--- src/rtl/otp_pkg.sv ---
// rtl/otp_pkg.sv - shared modes, status codes and sequencer states
package otp_pkg;

  localparam logic [1:0] MODE_IDLE = 2'b00;
  localparam logic [1:0] MODE_READ = 2'b01;
  localparam logic [1:0] MODE_PROG = 2'b10;

  typedef enum logic [1:0] {
    ST_OK          = 2'b00,
    ST_VERIFY_FAIL = 2'b01,
    ST_ILLEGAL     = 2'b10,
    ST_TIMEOUT     = 2'b11
  } status_e;

  typedef enum logic [2:0] {
    S_IDLE,
    S_RD,
    S_CHECK,
    S_PROG,
    S_GAP,
    S_VERIFY,
    S_RESP
  } state_e;

  // Controller mode presented while the sequencer sits in a given state
  function automatic logic [1:0] state_mode(input state_e s);
    case (s)
      S_RD, S_VERIFY: return MODE_READ;
      S_PROG:         return MODE_PROG;
      default:        return MODE_IDLE;
    endcase
  endfunction

endpackage

--- src/rtl/otp_prog_sequencer_if.sv ---
// rtl/otp_prog_sequencer_if.sv - host request/response and controller signal bundle
interface otp_prog_sequencer_if #(
  parameter int A          = 2,
  parameter int ADDR_WIDTH = 1
);

  logic                  req_valid;
  logic                  req_ready;
  logic                  req_op;
  logic [ADDR_WIDTH-1:0] req_column;
  logic [A-1:0]          req_data;
  logic                  rsp_valid;
  logic                  rsp_ready;
  logic [A-1:0]          rsp_data;
  logic [1:0]            rsp_status;
  logic [1:0]            ctl_mode;
  logic [ADDR_WIDTH-1:0] ctl_column;
  logic [A-1:0]          ctl_data_in;
  logic                  ctl_read_active;
  logic [A-1:0]          ctl_data_out;

  // Host plus array-controller side
  modport master (
    output req_valid, req_op, req_column, req_data, rsp_ready,
           ctl_read_active, ctl_data_out,
    input  req_ready, rsp_valid, rsp_data, rsp_status,
           ctl_mode, ctl_column, ctl_data_in
  );

  // Sequencer side
  modport slave (
    input  req_valid, req_op, req_column, req_data, rsp_ready,
           ctl_read_active, ctl_data_out,
    output req_ready, rsp_valid, rsp_data, rsp_status,
           ctl_mode, ctl_column, ctl_data_in
  );

endinterface

--- src/rtl/otp_read_waiter.sv ---
// rtl/otp_read_waiter.sv - READ handshake with bounded wait, shared by RD and VERIFY
module otp_read_waiter #(
  parameter int A          = 2,
  parameter int RD_TIMEOUT = 16
) (
  input  logic         clk,
  input  logic         reset,
  input  logic         i_en,
  input  logic         i_read_active,
  input  logic [A-1:0] i_data_out,
  output logic         o_done,
  output logic         o_timeout,
  output logic [A-1:0] o_data
);

  localparam int TW = $clog2(RD_TIMEOUT + 1);

  logic [TW-1:0] r_wait_cnt;

  // Count read cycles spent waiting; restarts from zero on every new read phase
  always_ff @(posedge clk) begin
    if (!reset || !i_en || i_read_active) begin
      r_wait_cnt <= '0;
    end else begin
      r_wait_cnt <= r_wait_cnt + 1'b1;
    end
  end

  assign o_done    = i_en & i_read_active;
  assign o_timeout = i_en & ~i_read_active & (r_wait_cnt == TW'(RD_TIMEOUT - 1));
  assign o_data    = i_data_out;

endmodule

--- src/rtl/otp_prog_sequencer.sv ---
// rtl/otp_prog_sequencer.sv - read / check / pulse / verify sequencer for the OTP controller
module otp_prog_sequencer
  import otp_pkg::*;
#(
  parameter int A            = 2,
  parameter int B            = 2,
  parameter int PULSE_CYCLES = 8,
  parameter int MAX_RETRY    = 3,
  parameter int RD_TIMEOUT   = 16
) (
  input  logic                 clk,
  input  logic                 reset,
  otp_prog_sequencer_if.slave  bus
);

  localparam int ADDR_WIDTH = (B > 1) ? $clog2(B) : 1;
  localparam int RW         = (MAX_RETRY > 0) ? $clog2(MAX_RETRY + 1) : 1;
  localparam int PW         = (PULSE_CYCLES > 1) ? $clog2(PULSE_CYCLES) : 1;

  state_e                r_state;
  state_e                w_next;
  status_e               r_rsp_status;
  status_e               w_status;
  logic                  r_op;
  logic [A-1:0]          r_req_data;
  logic [A-1:0]          r_cap;
  logic [A-1:0]          r_rsp_data;
  logic [A-1:0]          r_ctl_data_in;
  logic [ADDR_WIDTH-1:0] r_ctl_column;
  logic [1:0]            r_ctl_mode;
  logic [RW-1:0]         r_retry;
  logic [PW-1:0]         r_pulse_cnt;

  logic                  w_accept;
  logic                  w_load_rsp;
  logic                  w_retry_inc;
  logic                  w_rd_en;
  logic                  w_rd_done;
  logic                  w_rd_timeout;
  logic [A-1:0]          w_rd_data;
  logic [A-1:0]          w_cur;
  logic [A-1:0]          w_pgm_bits;
  logic                  w_illegal;
  logic                  w_last_pulse;

  otp_read_waiter #(
    .A          (A),
    .RD_TIMEOUT (RD_TIMEOUT)
  ) u_read_waiter (
    .clk           (clk),
    .reset         (reset),
    .i_en          (w_rd_en),
    .i_read_active (bus.ctl_read_active),
    .i_data_out    (bus.ctl_data_out),
    .o_done        (w_rd_done),
    .o_timeout     (w_rd_timeout),
    .o_data        (w_rd_data)
  );

  // The word under judgement is the live read data in its capture cycle, else the last capture
  assign w_rd_en      = (r_state == S_RD) || (r_state == S_VERIFY);
  assign w_cur        = w_rd_done ? w_rd_data : r_cap;
  assign w_pgm_bits   = r_req_data & ~w_cur;
  assign w_illegal    = |(w_cur & ~r_req_data);
  assign w_last_pulse = (r_pulse_cnt == PW'(PULSE_CYCLES - 1));

  // State register
  always_ff @(posedge clk) begin
    if (!reset) begin
      r_state <= S_IDLE;
    end else begin
      r_state <= w_next;
    end
  end

  // Next-state decisions and response status selection
  always_comb begin
    w_next      = r_state;
    w_status    = ST_OK;
    w_load_rsp  = 1'b0;
    w_retry_inc = 1'b0;
    w_accept    = 1'b0;
    case (r_state)
      S_IDLE: begin
        if (bus.req_valid) begin
          w_accept = 1'b1;
          w_next   = S_RD;
        end
      end
      S_RD: begin
        if (w_rd_done) begin
          if (!r_op) begin
            w_next     = S_RESP;
            w_load_rsp = 1'b1;
          end else begin
            w_next = S_CHECK;
          end
        end else if (w_rd_timeout) begin
          w_next     = S_RESP;
          w_load_rsp = 1'b1;
          w_status   = ST_TIMEOUT;
        end
      end
      S_CHECK: begin
        if (w_illegal) begin
          w_next     = S_RESP;
          w_load_rsp = 1'b1;
          w_status   = ST_ILLEGAL;
        end else if (w_pgm_bits == '0) begin
          w_next     = S_RESP;
          w_load_rsp = 1'b1;
        end else begin
          w_next = S_PROG;
        end
      end
      S_PROG: begin
        if (w_last_pulse) begin
          w_next = S_GAP;
        end
      end
      S_GAP: begin
        w_next = S_VERIFY;
      end
      S_VERIFY: begin
        if (w_rd_done) begin
          if (w_cur == r_req_data) begin
            w_next     = S_RESP;
            w_load_rsp = 1'b1;
          end else if (w_illegal) begin
            w_next     = S_RESP;
            w_load_rsp = 1'b1;
            w_status   = ST_ILLEGAL;
          end else if (r_retry < RW'(MAX_RETRY)) begin
            w_retry_inc = 1'b1;
            w_next      = S_PROG;
          end else begin
            w_next     = S_RESP;
            w_load_rsp = 1'b1;
            w_status   = ST_VERIFY_FAIL;
          end
        end else if (w_rd_timeout) begin
          w_next     = S_RESP;
          w_load_rsp = 1'b1;
          w_status   = ST_TIMEOUT;
        end
      end
      S_RESP: begin
        if (bus.rsp_ready) begin
          w_next = S_IDLE;
        end
      end
      default: begin
        w_next = S_IDLE;
      end
    endcase
  end

  // Request latches, captured read data, retry/pulse counters and registered controller drive
  always_ff @(posedge clk) begin
    if (!reset) begin
      r_op          <= 1'b0;
      r_req_data    <= '0;
      r_cap         <= '0;
      r_rsp_data    <= '0;
      r_rsp_status  <= ST_OK;
      r_ctl_data_in <= '0;
      r_ctl_column  <= '0;
      r_ctl_mode    <= MODE_IDLE;
      r_retry       <= '0;
      r_pulse_cnt   <= '0;
    end else begin
      if (w_accept) begin
        r_op         <= bus.req_op;
        r_ctl_column <= bus.req_column;
        r_req_data   <= bus.req_data;
        r_retry      <= '0;
      end
      if (w_rd_done) begin
        r_cap <= w_rd_data;
      end
      if (w_retry_inc) begin
        r_retry <= r_retry + 1'b1;
      end
      if (w_load_rsp) begin
        r_rsp_data   <= w_cur;
        r_rsp_status <= w_status;
      end
      r_ctl_mode <= state_mode(w_next);
      // Pulse bits are fixed on PROG entry and held for the whole window
      if (w_next == S_PROG && r_state != S_PROG) begin
        r_ctl_data_in <= w_pgm_bits;
      end else if (w_next != S_PROG) begin
        r_ctl_data_in <= '0;
      end
      r_pulse_cnt <= (r_state == S_PROG && w_next == S_PROG) ? r_pulse_cnt + 1'b1 : '0;
    end
  end

  assign bus.req_ready   = (r_state == S_IDLE);
  assign bus.rsp_valid   = (r_state == S_RESP);
  assign bus.rsp_data    = r_rsp_data;
  assign bus.rsp_status  = r_rsp_status;
  assign bus.ctl_mode    = r_ctl_mode;
  assign bus.ctl_column  = r_ctl_column;
  assign bus.ctl_data_in = r_ctl_data_in;

endmodule

--- src/flat_wrapper.sv ---
// flat-port wrapper written by rule: the top's interface ports become plain ports
module otp_prog_sequencer_flat import otp_pkg::*;
#(
  parameter int A            = 2,
  parameter int B            = 2,
  parameter int PULSE_CYCLES = 8,
  parameter int MAX_RETRY    = 3,
  parameter int RD_TIMEOUT   = 16
)
  (clk, reset, bus_req_valid, bus_req_op, bus_req_column, bus_req_data, bus_rsp_ready, bus_ctl_read_active, bus_ctl_data_out, bus_req_ready, bus_rsp_valid, bus_rsp_data, bus_rsp_status, bus_ctl_mode, bus_ctl_column, bus_ctl_data_in);
  otp_prog_sequencer_if #(.A(A), .ADDR_WIDTH((1))) bus_i ();
  input  logic clk;
  input  logic reset;
  input wire logic [$bits(bus_i.req_valid)-1:0] bus_req_valid;
  input wire logic [$bits(bus_i.req_op)-1:0] bus_req_op;
  input wire logic [$bits(bus_i.req_column)-1:0] bus_req_column;
  input wire logic [$bits(bus_i.req_data)-1:0] bus_req_data;
  input wire logic [$bits(bus_i.rsp_ready)-1:0] bus_rsp_ready;
  input wire logic [$bits(bus_i.ctl_read_active)-1:0] bus_ctl_read_active;
  input wire logic [$bits(bus_i.ctl_data_out)-1:0] bus_ctl_data_out;
  output wire logic [$bits(bus_i.req_ready)-1:0] bus_req_ready;
  output wire logic [$bits(bus_i.rsp_valid)-1:0] bus_rsp_valid;
  output wire logic [$bits(bus_i.rsp_data)-1:0] bus_rsp_data;
  output wire logic [$bits(bus_i.rsp_status)-1:0] bus_rsp_status;
  output wire logic [$bits(bus_i.ctl_mode)-1:0] bus_ctl_mode;
  output wire logic [$bits(bus_i.ctl_column)-1:0] bus_ctl_column;
  output wire logic [$bits(bus_i.ctl_data_in)-1:0] bus_ctl_data_in;
  assign bus_i.req_valid = bus_req_valid;
  assign bus_i.req_op = bus_req_op;
  assign bus_i.req_column = bus_req_column;
  assign bus_i.req_data = bus_req_data;
  assign bus_i.rsp_ready = bus_rsp_ready;
  assign bus_i.ctl_read_active = bus_ctl_read_active;
  assign bus_i.ctl_data_out = bus_ctl_data_out;
  assign bus_req_ready = bus_i.req_ready;
  assign bus_rsp_valid = bus_i.rsp_valid;
  assign bus_rsp_data = bus_i.rsp_data;
  assign bus_rsp_status = bus_i.rsp_status;
  assign bus_ctl_mode = bus_i.ctl_mode;
  assign bus_ctl_column = bus_i.ctl_column;
  assign bus_ctl_data_in = bus_i.ctl_data_in;
  otp_prog_sequencer #(.A(A), .B(B), .PULSE_CYCLES(PULSE_CYCLES), .MAX_RETRY(MAX_RETRY), .RD_TIMEOUT(RD_TIMEOUT)) u_core (.clk(clk), .reset(reset), .bus(bus_i));
endmodule
--- config.mk ---
export PLATFORM = sky130hd
export DESIGN_NAME = otp_prog_sequencer_flat
export DESIGN_NICKNAME = d
export VERILOG_FILES = /design/src/rtl/otp_pkg.sv /design/src/rtl/otp_prog_sequencer_if.sv /design/src/rtl/otp_read_waiter.sv /design/src/rtl/otp_prog_sequencer.sv /design/src/flat_wrapper.sv
export SDC_FILE = /design/constraint.sdc
export NUM_CORES = 1
export LEC_CHECK = 0
export ABC_AREA = 1
export BUFFER_PORTS_ARGS = -buffer_cell sky130_fd_sc_hd__buf_2
export CELL_PAD_IN_SITES_DETAIL_PLACEMENT = 0
export CELL_PAD_IN_SITES_GLOBAL_PLACEMENT = 1
export CORE_MARGIN = 10
export CORE_UTILIZATION = 42
export CTS_BUF_LIST = sky130_fd_sc_hd__clkbuf_16
export DETAILED_ROUTE_END_ITERATION = 10
export PLACE_DENSITY_LB_ADDON = 0.1
export SLEW_MARGIN = 40
export SYNTH_ARGS = -nofsm -noshare
export SYNTH_HDL_FRONTEND = slang
export SYNTH_SLANG_ARGS = --single-unit
--- constraint.sdc ---
create_clock -name clk -period 6 [get_ports clk]
set_input_delay 1.2 -clock clk [delete_from_list [all_inputs] [get_ports clk]]
set_output_delay 1.2 -clock clk [all_outputs]
set_load 0.1 [all_outputs]
# --- Yosys cells after proc, flatten, opt, wreduce, memory -nomap -nowiden ---
# Index checks and enable logic that the tools add are counted.
classes:
  n_shift: 0
  n_bitwise: 8
  magnitude_cmp: 1
  mul: 0
  n_reduce_logical: 14
  div_mod_pow: 0
  n_mux: 44
  add_sub_neg: 3
  eq_ne: 14
op_table:
  columns: ["op", "count"]
  rows:
  - ["two-way mux 3 bit", 12]
  - ["two-way mux 2 bit", 11]
  - ["case mux 3 bit (7 select lines)", 1]
  - ["two-way mux 1 bit", 17]
  - ["equality test 3 bit, second input constant", 5]
  - ["equality test 3 x 2 -> 1 bit, second input constant", 3]
  - ["equality test 3 x 1 -> 1 bit, second input constant", 2]
  - ["!= test 3 x 2 -> 1 bit, second input constant", 2]
  - ["case mux 2 bit (3 select lines)", 1]
  - ["adder 5 x 1 -> 5 bit, second input constant", 1]
  - ["equality test 5 x 4 -> 1 bit, second input constant", 1]
  - ["AND 2 bit", 2]
  - ["inverter 2 bit", 2]
  - ["case mux 2 bit (2 select lines)", 1]
  - ["nonzero test 2 bit", 2]
  - ["OR reduction 2 bit", 2]
  - ["adder 3 x 1 -> 3 bit, second input constant", 1]
  - ["AND 1 bit", 3]
  - ["zero test 3 bit", 1]
  - ["logical OR 1 bit", 3]
  - ["case mux 1 bit (3 select lines)", 1]
  - ["adder 2 x 1 -> 2 bit, second input constant", 1]
  - ["equality test 2 bit", 1]
  - ["logical AND 1 bit", 2]
  - ["other kinds (5)", 6]
totals:
  ff_bits: 27
  input_bits: 11
  n_memories: 0
  mem_bits_ro: 0
  wordCells: 96
  latch_bits: 0
  ram_bits: 0

# --- Longest topological paths before layout ---
# Gate-level depths: netlist of run 1.
depth:
  depth_word: 13
  mapped_depth: 17
  depth_no_buf: 17

# --- Modules after synthesis ---
# From an unflattened synthesis of run 1, not the netlist that was laid out.
hier_totals:
  hier_cells: 200
  area_unflattened_um2: 1437.6
by_module_without_submodules:
  columns: ["mod", "n_inst", "cells_each", "seq_area_each_um2", "area_each_um2"]
  rows:
  - ["otp_prog_sequencer", 1, 168, 440.4, 1198.6]
  - ["otp_read_waiter", 1, 32, 100.1, 239.0]

# --- Worst setup path after synthesis of run 1 ---
# No wires, ideal clock.
synth_timing:
  path_type: "reg-to-output"
  startpoint: "reg u_core.r_state[2]"
  endpoint: "out bus_req_ready"
  arrival_time_ps: 1692
  stages_incl_launch_ff: 3
  path_slack_ps: 3108
  cell_sequence: "dfxtp_1 buf_4 nor3_2"
synth_via:
  elab_chain_len: 1
synth_rtl:
  columns: ["element", "line", "rtl"]
  rows:
  - ["start: declaration", "otp_prog_sequencer.sv:20", "state_e r_state;"]
  - ["start signal: assignment", "otp_prog_sequencer.sv:72", "r_state <= w_next;"]
  - ["zero test 3 bit", "otp_prog_sequencer.sv:199", "assign bus.req_ready = (r_state == S_IDLE);"]
  - ["end: declaration", "flat_wrapper.sv:21", "output wire logic [$bits(bus_i.req_ready)-1:0] bus_req_ready;"]
# Every way passes these cells.

# --- Final worst setup path of run 1 ---
layout_timing:
  startpoint: "in bus_ctl_read_active"
  endpoint: "reg u_core.r_ctl_data_in[1] (netlist: u_core.bus.ctl_data_in[1])"
layout_via:
  elab_chain_len: 11
  elab_cells_between_ends: 24
  cone_classes: "eq/ne: 3; mux: 10; bitwise: 7; reduce/logical: 4"
layout_rtl:
  columns: ["element", "line", "rtl"]
  rows:
  - ["start: declaration", "flat_wrapper.sv:19", "input wire logic [$bits(bus_i.ctl_read_active)-1:0] bus_ctl_read_active;"]
  - ["AND 1 bit (*)", "otp_read_waiter.sv:29", "assign o_done = i_en & i_read_active;"]
  - ["two-way mux 2 bit (*)", "otp_prog_sequencer.sv:62", "assign w_cur = w_rd_done ? w_rd_data : r_cap;"]
  - ["via u_core.w_cur[0]", "otp_prog_sequencer.sv:41", "logic [A-1:0] w_cur;"]
  - ["AND 2 bit / inverter 2 bit (equally long branches)", "otp_prog_sequencer.sv:64, otp_prog_sequencer.sv:63", null]
  - ["OR reduction 2 bit / AND 2 bit (equally long branches)", "otp_prog_sequencer.sv:64, otp_prog_sequencer.sv:63", null]
  - ["two-way mux 3 bit / zero test 2 bit (equally long branches)", "otp_prog_sequencer.sv:129, otp_prog_sequencer.sv:109", null]
  - ["two-way mux 3 bit, on equally long branches", "otp_prog_sequencer.sv:126, otp_prog_sequencer.sv:109", null]
  - ["two-way mux 3 bit, on equally long branches", "otp_prog_sequencer.sv:125, otp_prog_sequencer.sv:105", null]
  - ["case mux 3 bit (7 select lines) (*)", "otp_prog_sequencer.sv:83", "case (r_state)"]
  - ["equality test 3 x 2 -> 1 bit", "otp_prog_sequencer.sv:190", "if (w_next == S_PROG && r_state != S_PROG) begin"]
  - ["logical AND 1 bit", "otp_prog_sequencer.sv:190", null]
  - ["two-way mux 2 bit / nonzero test 2 bit (equally long branches)", null, null]
  - ["end signal: assignment", "otp_prog_sequencer.sv:191", "r_ctl_data_in <= w_pgm_bits;"]
  - ["end: declaration", "otp_prog_sequencer.sv:28", "logic [A-1:0] r_ctl_data_in;"]
# Mark *: on every way through the listed nets, which the timed path passes. The rest lies on a longest branch.
# A chain may end at the register's enable or synchronous reset.

==> summary.md, run 1 <==
| Metric | Value |
|---|---|
| Warnings from Yosys | 0 |
| CTS Sinks | 27 |
| Setup Crit Path Kind | in -> reg |
| DRC | 0 |
| Combinational power share | 37.5% |
| HPWL after DPL | 2.31 mm |
| Area Overhead vs Synth | 16.5% |
| Hold-fix buffers, CTS | 0 |
| Leak | 0.746 nW |
| Clock skew | 0.00269 ns |
| Asr flop ratio synth | 0% |
| CTS tree | yes |
| Hold Fails Final Rpt | 0 |
| Pwr Density | 379 mW/mm² |
| DIE AREA | 0.00585 mm² |
| Mean Syn Cell Area | 7.32 µm² |
| Setup violators final | 0 |
| Resized cells post-CTS | 0 |
| CORE AREA | 0.00305 mm² |
| Minimum clock period | 3.02 ns |
| Setup tns final | 0 ns |
| Post-synth EDFFs | 0 |
| Int Pwr | 0.000339 W |
| # rows | 20 |
| Largest net degree at the start of global routing | 16 |
| Max-slew headroom | 67.5% |
| Total CTS buffers | 3 |
| Total Power | 0.000593 W |
| Hold WC Path Type | reg -> reg |
| Max Clk Rate | 0.331 GHz |
| WL per Instance | 11.8 µm |
| Post-Route WL | 2.94 mm |
| Port bufs | 21 |
| Max_cap viols | 0 |
| Fillers | 325 |
| Most frequent cells in the layout | nand2_1 (30), dfxtp_1 (27), inv_1 (26), nor2_1 (26), buf_2 (21) |
| Syn Nets | 203 |
| Commonest non-fill, non-tap cell in the layout | nand2_1 |
| Register area share after synthesis | 40.3% |
| Top FF cell, synth | dfxtp_1 |
| # diodes | 0 |
| Vias | 1198 |
| # IOs | 22 |
| Postcts setup bufs | 0 |
| RSZ-0062 raised after global routing | false |
| Initial antenna violation count | 0 |
| Starting DRT DRC Count | 53 |
| Slowest CP cell | or2_1 |
| CP Cell Sequence | buf_2, nand3_1, inv_1, or2_1, o21a_1, ha_1, nor2_1, nand3_1, nor2_1, nand2_1, nand2_1, nor2_2, nor2_2, nand3_1, nand2_1 |
| Gpl congestion | 0.815 |
| IR drop worst, VDD | 0.242 mV |
| NetSw | 0.000253 W |
| Synthesis-stage register bit count | 27 |
| Period utilization | 50.3% |
| Critical Path RT | 6.21 ns |
| Worst setup SP type | primary input |
| Status | completed |
| Clock power frac | 25.9% |
| Vias in the first global route | 1235 |
| Slew @ Worst Pin | 0.491 ns |
| Final ANT Viol Nets | 0 |
| First-pass GRT wire length | 5.29 mm |
| Synthesized instance count | 183 |
| Clock-pin transition on the worst setup and hold timing paths | 0.07 ns |
| Initial Utilization | 43.9% |
| Gr ovfl total | 0 |
| Yosys cell types | 24 |
| Reg power frac | 36.5% |
| Max FO, Critical Path | 5 |
| Drt first pass iters | 4 |
| # H-tree levels | 1 |
| Clk Latency, worst-skew pair | 0.26 ns |
| Layout cells sized above 1 | 17.6% |
| Root buffer cell | clkbuf_16 |
| Register-to-Register Setup Slack | 3.48 ns |
| Final Max Tran Viols | 0 |
| Slowest stage delay, CP | 0.22 ns |
| Vias per std cell | 4.81 |
| Max Root-Sink Buffers | 2 |
| Switching part of the total | 42.8% |
| Global Route Usage Sum | 10.5% |
| CP endpoint kind | flip-flop |
| Die height | 76.5 µm |
| Die width | 76.5 µm |
| Nets | 226 |
| Mapped cell area | 0.00134 mm² |
| WP data arrival | 3.23 ns |
[registers in the layout, summed over array words and instances, names as in the netlist]
name	flops
u_core.bus.ctl_column	1
u_core.bus.ctl_data_in	2
u_core.bus.ctl_mode	2
u_core.bus.rsp_data	2
u_core.bus.rsp_status	2
u_core.r_cap	2
u_core.r_op	1
u_core.r_pulse_cnt	3
u_core.r_req_data	2
u_core.r_retry	2
u_core.r_state	3
u_core.u_read_waiter.r_wait_cnt	5
[stage by stage]
step | hold WS (ns) | cells | utilization [%] | worst slack [ns] | instance area, µm²
3_3_place_gp | 0.408 | 245 | 48.5 | 2.87 | 1480
6_report | 0.429 | 249 | 51.1 | 2.98 | 1560
3_5_place_dp | 0.423 | 245 | 48.5 | 2.71 | 1480
2_1_floorplan | 0.398 | 183 | - | 3.11 | 1340
4_1_cts | 0.433 | 249 | 51.1 | 2.98 | 1560
5_1_grt | 0.449 | 249 | 51.1 | 2.73 | 1560
[Yosys cell counts, types with 3 or more instances]
library cell | instances | area [µm²]
a21oi_1 | 13 | 65.1
dfxtp_1 | 27 | 541
ha_1 | 9 | 113
inv_1 | 26 | 97.6
nand2_1 | 30 | 113
nand2_2 | 3 | 18.8
nand3_1 | 20 | 100
nor2_1 | 26 | 97.6
nor3_1 | 3 | 15.0
o21ai_0 | 5 | 25.0
o21bai_1 | 3 | 22.5
[worst max-delay path, delay by kind of cell]
family | cells | cell delay [ns]
simple gates | 11 | 1.49
compound gates | 1 | 0.13
buf+inv | 2 | 0.22
fa+ha+maj | 1 | 0.19
[area by class of cell]
type,count,area [µm²],area share [%]
Multi-Input combinational cell,125,676,43.3
Inverter,28,105,6.73
Timing Repair Buffer,21,105,6.73
Sequential cell,27,541,34.6
Clock inverter,1,5.00,0.321
Tap cell,44,55.1,3.53
Clock buffer,3,75.1,4.81
[final timing paths]
check                         from                   endpoint  cells after the start
max            bus_ctl_read_active  u_core.bus.ctl_data_in[1]                     15
min          u_core.r_pulse_cnt[0]      u_core.r_pulse_cnt[0]                      1
max reg2reg      u_core.r_state[1]  u_core.bus.ctl_data_in[1]                     15
min reg2reg  u_core.r_pulse_cnt[0]      u_core.r_pulse_cnt[0]                      1
[routing by layer]
metal / part of all wire [%] / wire length (µm) / vias up / GRT usage (%)
li1: - / - / 628 / -
met1: 48 / 1410 / 538 / 12.6
met2: 45 / 1340 / 27 / 17.4
met3: 5.4 / 158 / 5 / 3.30
met4: 1.4 / 41 / 0 / 3.53
met5: 0 / 0 / - / 0
[cell families (layout without fill, tap and decap cells)]
| logic type | count (synthesis) | after routing | synth area share, % |
|---|---|---|---|
| and+or+nand+nor | 91 | 91 | 30.5 |
| buffers and inverters | 31 | 53 | 9.24 |
| DFF | 27 | 27 | 40.3 |
| AOI/OAI and AO/OA | 25 | 25 | 11.5 |
| adders and majority gates | 9 | 9 | 8.40 |
[power by group through the flow]
stage | clock network, W | registers, W | logic, W
final | 0.000154 | 0.000217 | 0.000222
after global routing | 0.000166 | 0.000220 | 0.000245
after CTS | 0.000156 | 0.000216 | 0.000224
after detailed placement | 0 | 0.000220 | 0.000223
after floorplan | 0 | 0.000254 | 0.000148
after global placement | 0 | 0.000220 | 0.000220
No activity file was read; power rests on OpenSTA's default activity.
==> run 2: changes to the inputs <==
ABC_AREA = 0   (was 1)
CORE_UTILIZATION = 41   (was 42)
clock period = 2.8 ns   (was 6 ns; I/O delays follow)
==> summary.md, run 2 <==
| Metric | Value |
|---|---|
| Root buffer cell | clkbuf_16 (unchanged) |
| Global Route Usage Sum | 9.54% (was 10.5%) |
| Most frequent cells in the layout | nor2_1 (31), dfxtp_1 (27), buf_2 (21) (was nand2_1 (30), dfxtp_1 (27), inv_1 (26), nor2_1 (26), buf_2 (21)) |
| Period utilization | 88.4% |
| Post-Route WL | 2.84 mm (was 2.94 mm) |
| Pwr Density | 825 mW/mm² (was 379 mW/mm²) |
| Port bufs | 21 (unchanged) |
| WL per Instance | 13.2 µm (was 11.8 µm) |
| Max reg flops | 5 (unchanged) |
| Die width | 76.6 µm (was 76.5 µm) |
| Hold-fix buffers, CTS | 0 (unchanged) |
| Critical Path RT | 3.01 ns (was 6.21 ns) |
| RSZ-0062 raised after global routing | false (unchanged) |
| Slowest CP cell | dfxtp_1 (was or2_1) |
| CP endpoint kind | flip-flop (unchanged) |
| Synthesis-stage register bit count | 27 (unchanged) |
| Postcts setup bufs | 0 (unchanged) |
| Starting DRT DRC Count | 63 (was 53) |
| Drt first pass iters | 4 (unchanged) |
| # H-tree levels | 1 (unchanged) |
| Hold WC Path Type | reg -> reg (unchanged) |
| Resized cells post-CTS | 0 (unchanged) |
| Register area share after synthesis | 41.2% (was 40.3%) |
| Warnings from Yosys | 0 (unchanged) |
| Layout cells sized above 1 | 20.9% (was 17.6%) |
| Hold Fails Final Rpt | 0 (unchanged) |
| # diodes | 0 (unchanged) |
| Area leader, netlist | dfxtp_1 (unchanged) |
| Mapped cell area | 0.00131 mm² (was 0.00134 mm²) |
| Max FO, Critical Path | 3 (was 5) |
| Vias per std cell | 4.97 (was 4.81) |
| Vias | 1074 (was 1198) |
| Family with the most delay on the worst path | simple AND/OR/NAND/NOR gates (unchanged) |
| Final Max Tran Viols | 0 (unchanged) |
| Final ANT Viol Nets | 0 (unchanged) |
| # IOs | 22 (unchanged) |
| Clock-pin transition on the worst setup and hold timing paths | 0.07 ns (about the same) |
| Commonest non-fill, non-tap cell in the layout | nor2_1 (was nand2_1) |
| Synth cell count leaders | nor2_1 (31), dfxtp_1 (27), inv_1 (10) (was nand2_1 (30), dfxtp_1 (27), inv_1 (26), nor2_1 (26), nand3_1 (20)) |
| Total CTS buffers | 3 (unchanged) |
| Mean Syn Cell Area | 8.92 µm² (was 7.32 µm²) |
| Minimum clock period | 2.47 ns |
| Setup Crit Path Kind | reg -> reg (was in -> reg) |
| Setup tns final | 0 ns (unchanged) |
| Top cell type's share of synthesized area | 41.2% (was 40.3%) |
| Most frequent cell after synthesis | nor2_1 (was nand2_1) |
| Clock skew | 0.00331 ns (was 0.00269 ns) |
| Area Overhead vs Synth | 19.8% (was 16.5%) |
| Final core utilization | 51.4% (was 51.1%) |
| DRC | 0 (unchanged) |
| Yosys cell types | 42 (was 24) |
| Max Root-Sink Buffers | 2 (unchanged) |
| Max Clk Rate | 0.404 GHz |
| Initial Utilization | 43.0% (was 43.9%) |
| Most area-consuming cells after synthesis | dfxtp_1 (41%), nor2_1 (8.9%), ha_1 (8.6%), mux2i_1 (3.8%), inv_1 (2.9%) (was dfxtp_1 (40%), ha_1 (8.4%), nand2_1 (8.4%), nand3_1 (7.5%), inv_1 (7.3%)) |
| Largest net degree at the start of global routing | 17 (was 16) |
| Largest registers | u_core.u_read_waiter.r_wait_cnt (5), u_core.r_pulse_cnt (3), u_core.r_state (3) (unchanged) |
| WP data arrival | 2.68 ns (was 3.23 ns) |
| HPWL after DPL | 2.26 mm (was 2.31 mm) |
| First-pass GRT wire length | 4.66 mm (was 5.29 mm) |
| Setup violators final | 0 (unchanged) |
| Syn Nets | 167 (was 203) |
| Slowest stage delay, CP | 0.34 ns (was 0.22 ns) |
| Initial antenna violation count | 0 (unchanged) |
| Clk Latency, worst-skew pair | 0.26 ns (about the same) |
| Max-slew headroom | 64.2% (was 67.5%) |
| # rows | 20 (unchanged) |
| Synthesized instance count | 147 (was 183) |
| Asr flop ratio synth | 0% (unchanged) |
| CTS Sinks | 27 (unchanged) |
| Worst setup SP type | flip-flop (was primary input) |
| Leak | 0.707 nW (was 0.746 nW) |
| IR drop worst, VDD | 0.411 mV (was 0.242 mV) |
| Status | completed (unchanged) |
| Top FF cell, synth | dfxtp_1 (unchanged) |
| CP Cell Sequence | nor2b_1, nand2_1, mux2i_1, inv_1, ha_1, or2_1, o31ai_2, nand4_1, nor4b_2, a22o_1 (was buf_2, nand3_1, inv_1, or2_1, o21a_1, ha_1, nor2_1, nand3_1, nor2_1, nand2_1, nand2_1, nor2_2, nor2_2, nand3_1, nand2_1) |
| CORE AREA | 0.00305 mm² (unchanged) |
| Largest register by flop count | u_core.u_read_waiter.r_wait_cnt (unchanged) |
| Gpl congestion | 0.849 (was 0.815) |
| CTS tree | yes (unchanged) |
| CP Buf/Inv Count | 1 (was 2) |
| Max_cap viols | 0 (unchanged) |
| DIE AREA | 0.00586 mm² (was 0.00585 mm²) |
| Nets | 193 (was 226) |
| Gr ovfl total | 0 (unchanged) |
| Slew @ Worst Pin | 0.535 ns (was 0.491 ns) |
| Vias in the first global route | 1021 (was 1235) |
| Die height | 76.6 µm (was 76.5 µm) |
| Post-synth EDFFs | 0 (unchanged) |
-- run 2: cell type report --
cell class,count,area [µm²]
inverter,10,37.5
tap,44,55.1
multi-input combinational,106,719
clock buffer,3,75.1
sequential,27,541
timing repair buffer,25,135
clock inverter,1,7.51
fill,322,1480
-- run 2: power breakdown --
part	internal [W]	switching (W)
registers	0.000423	0.0000277
logic	0.000143	0.000372
clock network	0.000194	0.000136
-- run 2: worst register-to-register path: stages (launching register included) --
cell and delay, ns:
dfxtp_1 0.34, nor2b_1 0.23, nand2_1 0.13, mux2i_1 0.24
inv_1 0.08, ha_1 0.22, or2_1 0.29, o31ai_2 0.34
nand4_1 0.15, nor4b_2 0.26, a22o_1 0.16
-- run 2: cell families (layout without fill, tap and decap cells) --
logic type      after synthesis  count (layout)  share of synthesized area (%)
simple gates                 64              64                           25.9
mux                           5               5                           3.82
fa+ha+maj                     9               9                           8.59
xor+xnor                      2               2                           1.34
compound gates               26              26                           14.4
buf+inv                      14              39                           4.77
flops                        27              27                           41.2
-- run 2: path summary, 6_finish.rpt --
path	start	slack (ns)	depth (start not counted)	end
max	u_core.r_state[0]	0.33	10	u_core.bus.ctl_data_in[1]
min	u_core.r_pulse_cnt[0]	0.44	1	u_core.r_pulse_cnt[0]
max reg2reg	u_core.r_state[0]	0.33	10	u_core.bus.ctl_data_in[1]
min reg2reg	u_core.r_pulse_cnt[0]	0.44	1	u_core.r_pulse_cnt[0]
-- run 2: per-layer routing --
| layer | part of all wire (%) | vias up | global-route usage [%] | routed length (µm) |
|---|---|---|---|---|
| li1 | - | 556 | - | - |
| met1 | 48 | 483 | 12.0 | 1360 |
| met2 | 44 | 30 | 14.5 | 1260 |
| met3 | 6.5 | 5 | 3.18 | 186 |
| met4 | 1.5 | 0 | 3.90 | 42 |
| met5 | 0 | - | 0 | 0 |
-- run 2: stage by stage --
stage | std cells | hold slack, ns | worst slack, ns | cell area, µm² | total power (W)
4_1_cts | 216 | 0.443 | 0.265 | 1560 | 0.00130
2_1_floorplan | 147 | 0.404 | 0.290 | 1320 | 0.000876
5_1_grt | 216 | 0.466 | 0.0744 | 1570 | 0.00136
6_report | 216 | 0.437 | 0.326 | 1570 | 0.00130
3_5_place_dp | 212 | 0.432 | 0.118 | 1480 | 0.000971
3_3_place_gp | 212 | 0.419 | 0.151 | 1480 | 0.000970
==> run 3: changes to the inputs <==
CORE_UTILIZATION = 42   (was 41)
SYNTH_HIERARCHICAL = 1   (was unset)
==> summary.md, run 3 <==
| Metric | Value |
|---|---|
| Slew @ Worst Pin | 0.545 ns (was 0.535 ns) |
| Most frequent cell after synthesis | dfxtp_1 (was nor2_1) |
| IR drop worst, VDD | 0.282 mV (was 0.411 mV) |
| Critical Path RT | 2.99 ns (was 3.01 ns) |
| Commonest non-fill, non-tap cell in the layout | dfxtp_1 (was nor2_1) |
| Number of cells after detailed placement | 212 (unchanged) |
| RSZ-0062 raised after global routing | false (unchanged) |
| Drt first pass iters | 6 (was 4) |
| Gr ovfl total | 0 (unchanged) |
| Initial Utilization | 44.8% (was 43.0%) |
| # diodes | 0 (unchanged) |
| Total CTS buffers | 3 (unchanged) |
| Max FO, Critical Path | 9 (was 3) |
| Clk Latency, worst-skew pair | 0.26 ns (about the same) |
| Synth cell count leaders | dfxtp_1 (27), nor2_1 (18), inv_1 (11), mux2i_1 (11), nand2_1 (11) (was nor2_1 (31), dfxtp_1 (27), inv_1 (10)) |
| CORE AREA | 0.00310 mm² (was 0.00305 mm²) |
| Most frequent cells in the layout | dfxtp_1 (27), buf_2 (21), nor2_1 (18) (was nor2_1 (31), dfxtp_1 (27), buf_2 (21)) |
| Finished Layout Cells | 217 (was 216) |
| DIE AREA | 0.00601 mm² (was 0.00586 mm²) |
| WP data arrival | 2.77 ns (was 2.68 ns) |
| Yosys cell types | 44 (was 42) |
| Minimum clock period | 2.58 ns (was 2.47 ns) |
| Vias per std cell | 5.06 (was 4.97) |
| Worst setup SP type | flip-flop (unchanged) |
| Period utilization | 92.2% (was 88.4%) |
| Max Root-Sink Buffers | 2 (unchanged) |
| Nets | 194 (was 193) |
| Port bufs | 21 (unchanged) |
| Area leader, netlist | dfxtp_1 (unchanged) |
| Syn Nets | 172 (was 167) |
| Synthesized instance count | 152 (was 147) |
| Multi-input logic area | 771 µm² (was 719 µm²) |
| Hold-fix buffers, CTS | 0 (unchanged) |
| Register area | 541 µm² (unchanged) |
| Hold Fails Final Rpt | 0 (unchanged) |
| Setup tns final | 0 ns (unchanged) |
| Area Overhead vs Synth | 17.3% (was 19.8%) |
| Mapped cell area | 0.00139 mm² (was 0.00131 mm²) |
| DRC | 0 (unchanged) |
| Status | completed (unchanged) |
| Die width | 77.5 µm (was 76.6 µm) |
| Mean Syn Cell Area | 9.14 µm² (was 8.92 µm²) |
| Pwr Density | 656 mW/mm² (was 825 mW/mm²) |
| Max Clk Rate | 0.387 GHz (was 0.404 GHz) |
| Die height | 77.5 µm (was 76.6 µm) |
| HPWL after DPL | 2.26 mm (about the same) |
| Register area share after synthesis | 38.9% (was 41.2%) |
| Clock-pin transition on the worst setup and hold timing paths | 0.06 ns (was 0.07 ns) |
| Max reg flops | 5 (unchanged) |
| Vias | 1099 (was 1074) |
| Max_cap viols | 0 (unchanged) |
| Final Max Tran Viols | 0 (unchanged) |
| Top cell type's share of synthesized area | 38.9% (was 41.2%) |
| Layout cells sized above 1 | 24.9% (was 20.9%) |
| CTS tree | yes (unchanged) |
| Largest registers | u_core/u_read_waiter/r_wait_cnt (5), u_core/r_pulse_cnt (3), u_core/r_state (3) (was u_core.u_read_waiter.r_wait_cnt (5), u_core.r_pulse_cnt (3), u_core.r_state (3)) |
| WL per Instance | 13.5 µm (was 13.2 µm) |
| # H-tree levels | 1 (unchanged) |
| Gpl congestion | 0.854 (was 0.849) |
| Setup Crit Path Kind | reg -> reg (unchanged) |
| Asr flop ratio synth | 0% (unchanged) |
| Vias in the first global route | 1101 (was 1021) |
| Synthesis-stage register bit count | 27 (unchanged) |
| Largest net degree at the start of global routing | 15 (was 17) |
| Root buffer cell | clkbuf_16 (unchanged) |
| Global Route Usage Sum | 10.2% (was 9.54%) |
| CTS Sinks | 27 (unchanged) |
| # IOs | 22 (unchanged) |
| # rows | 20 (unchanged) |
| Largest register by flop count | u_core/u_read_waiter/r_wait_cnt (was u_core.u_read_waiter.r_wait_cnt) |
| Fillers | 324 (was 322) |
| Clock skew | 0.00318 ns (was 0.00331 ns) |
| Top FF cell, synth | dfxtp_1 (unchanged) |
| Post-synth EDFFs | 0 (unchanged) |
| CP endpoint kind | flip-flop (unchanged) |
| Leak | 0.764 nW (was 0.707 nW) |
| Max-slew headroom | 63.5% (was 64.2%) |
| Final ANT Viol Nets | 0 (unchanged) |
| Post-Route WL | 2.94 mm (was 2.84 mm) |
| Initial antenna violation count | 0 (unchanged) |
| Hold WC Path Type | reg -> reg (unchanged) |
| Warnings from Yosys | 6 (was 0) |
| First-pass GRT wire length | 5.07 mm (was 4.66 mm) |
| Setup violators final | 0 (unchanged) |
| Most area-consuming cells after synthesis | dfxtp_1 (39%), ha_1 (8.1%), mux2i_1 (7.9%), nor2_1 (4.9%), inv_1 (3.0%) (was dfxtp_1 (41%), nor2_1 (8.9%), ha_1 (8.6%), mux2i_1 (3.8%), inv_1 (2.9%)) |
| Starting DRT DRC Count | 87 (was 63) |
| Final core utilization | 52.5% (was 51.4%) |
run 3: kinds of logic after synthesis:
group	after synthesis	share of synthesized area (%)
compound gates	19	11.5
xor+xnor	1	0.631
fa+ha+maj	9	8.11
buf+inv	22	7.03
flops	27	38.9
mux	11	7.93
simple gates	63	25.9
run 3: critical path: stages, from the launching register on:
cell and delay [ns]:
dfxtp_1 0.32, inv_2 0.09, nand2_1 0.10, inv_2 0.15, and2_4 0.22, mux2i_2 0.24
inv_1 0.08, ha_1 0.22, or2_1 0.27, o31a_1 0.29, o311a_4 0.34, nor3_2 0.18
run 3: final timing paths:
kind                                            start                         to  slack, ns  cells after the start
worst max-delay path                u_core/r_state[1]  u_core/bus.ctl_data_in[1]       0.22                     11
worst min-delay path            u_core/r_pulse_cnt[0]      u_core/r_pulse_cnt[0]       0.44                      1
worst max register to register      u_core/r_state[1]  u_core/bus.ctl_data_in[1]       0.22                     11
worst min register to register  u_core/r_pulse_cnt[0]      u_core/r_pulse_cnt[0]       0.44                      1
run 3: area by class of cell:
class | instances | area share [%]
repair buffers | 24 | 7.83
clock inverters | 1 | 0.230
well taps | 44 | 3.38
inverters | 15 | 3.46
multi-input cells | 103 | 47.3
flip-flops and latches | 27 | 33.2
clock buffers | 3 | 4.61
run 3: metal layers:
layer  part of all wire [%]  global-route usage (%)  vias up
li1                       -                       -      564
met4                    2.1                    4.56        0
met5                      0                       0        -
met1                     46                    12.1      504
met2                     47                    16.5       24
met3                    4.9                    3.11        7
run 3: power by group:
part	switching [W]	total [W]	internal, W	leakage (nW)
combinational	0.000217	0.000316	0.0000990	0.502
sequential	0.0000283	0.000435	0.000407	0.219
clock	0.000126	0.000317	0.000191	0.0423
total	0.000371	0.00107	0.000697	0.764
run 3: what timing repair did:
action | in CTS | in global routing
endpoints found under the setup margin | 0 | 11
setup buffers | 0 | 1
gates resized for setup | 0 | 3
run 3: through the flow:
stage               hold WS, ns  setup slack (ns)  power [W]  instance area (µm²)
floorplan                 0.407             0.207   0.000697                 1400
finish                    0.440             0.218    0.00107                 1630
global route              0.460            0.0333    0.00113                 1630
CTS                       0.445            0.0137    0.00107                 1610
global placement          0.423             0.179   0.000750                 1530
detailed placement        0.435            0.0980   0.000750                 1530
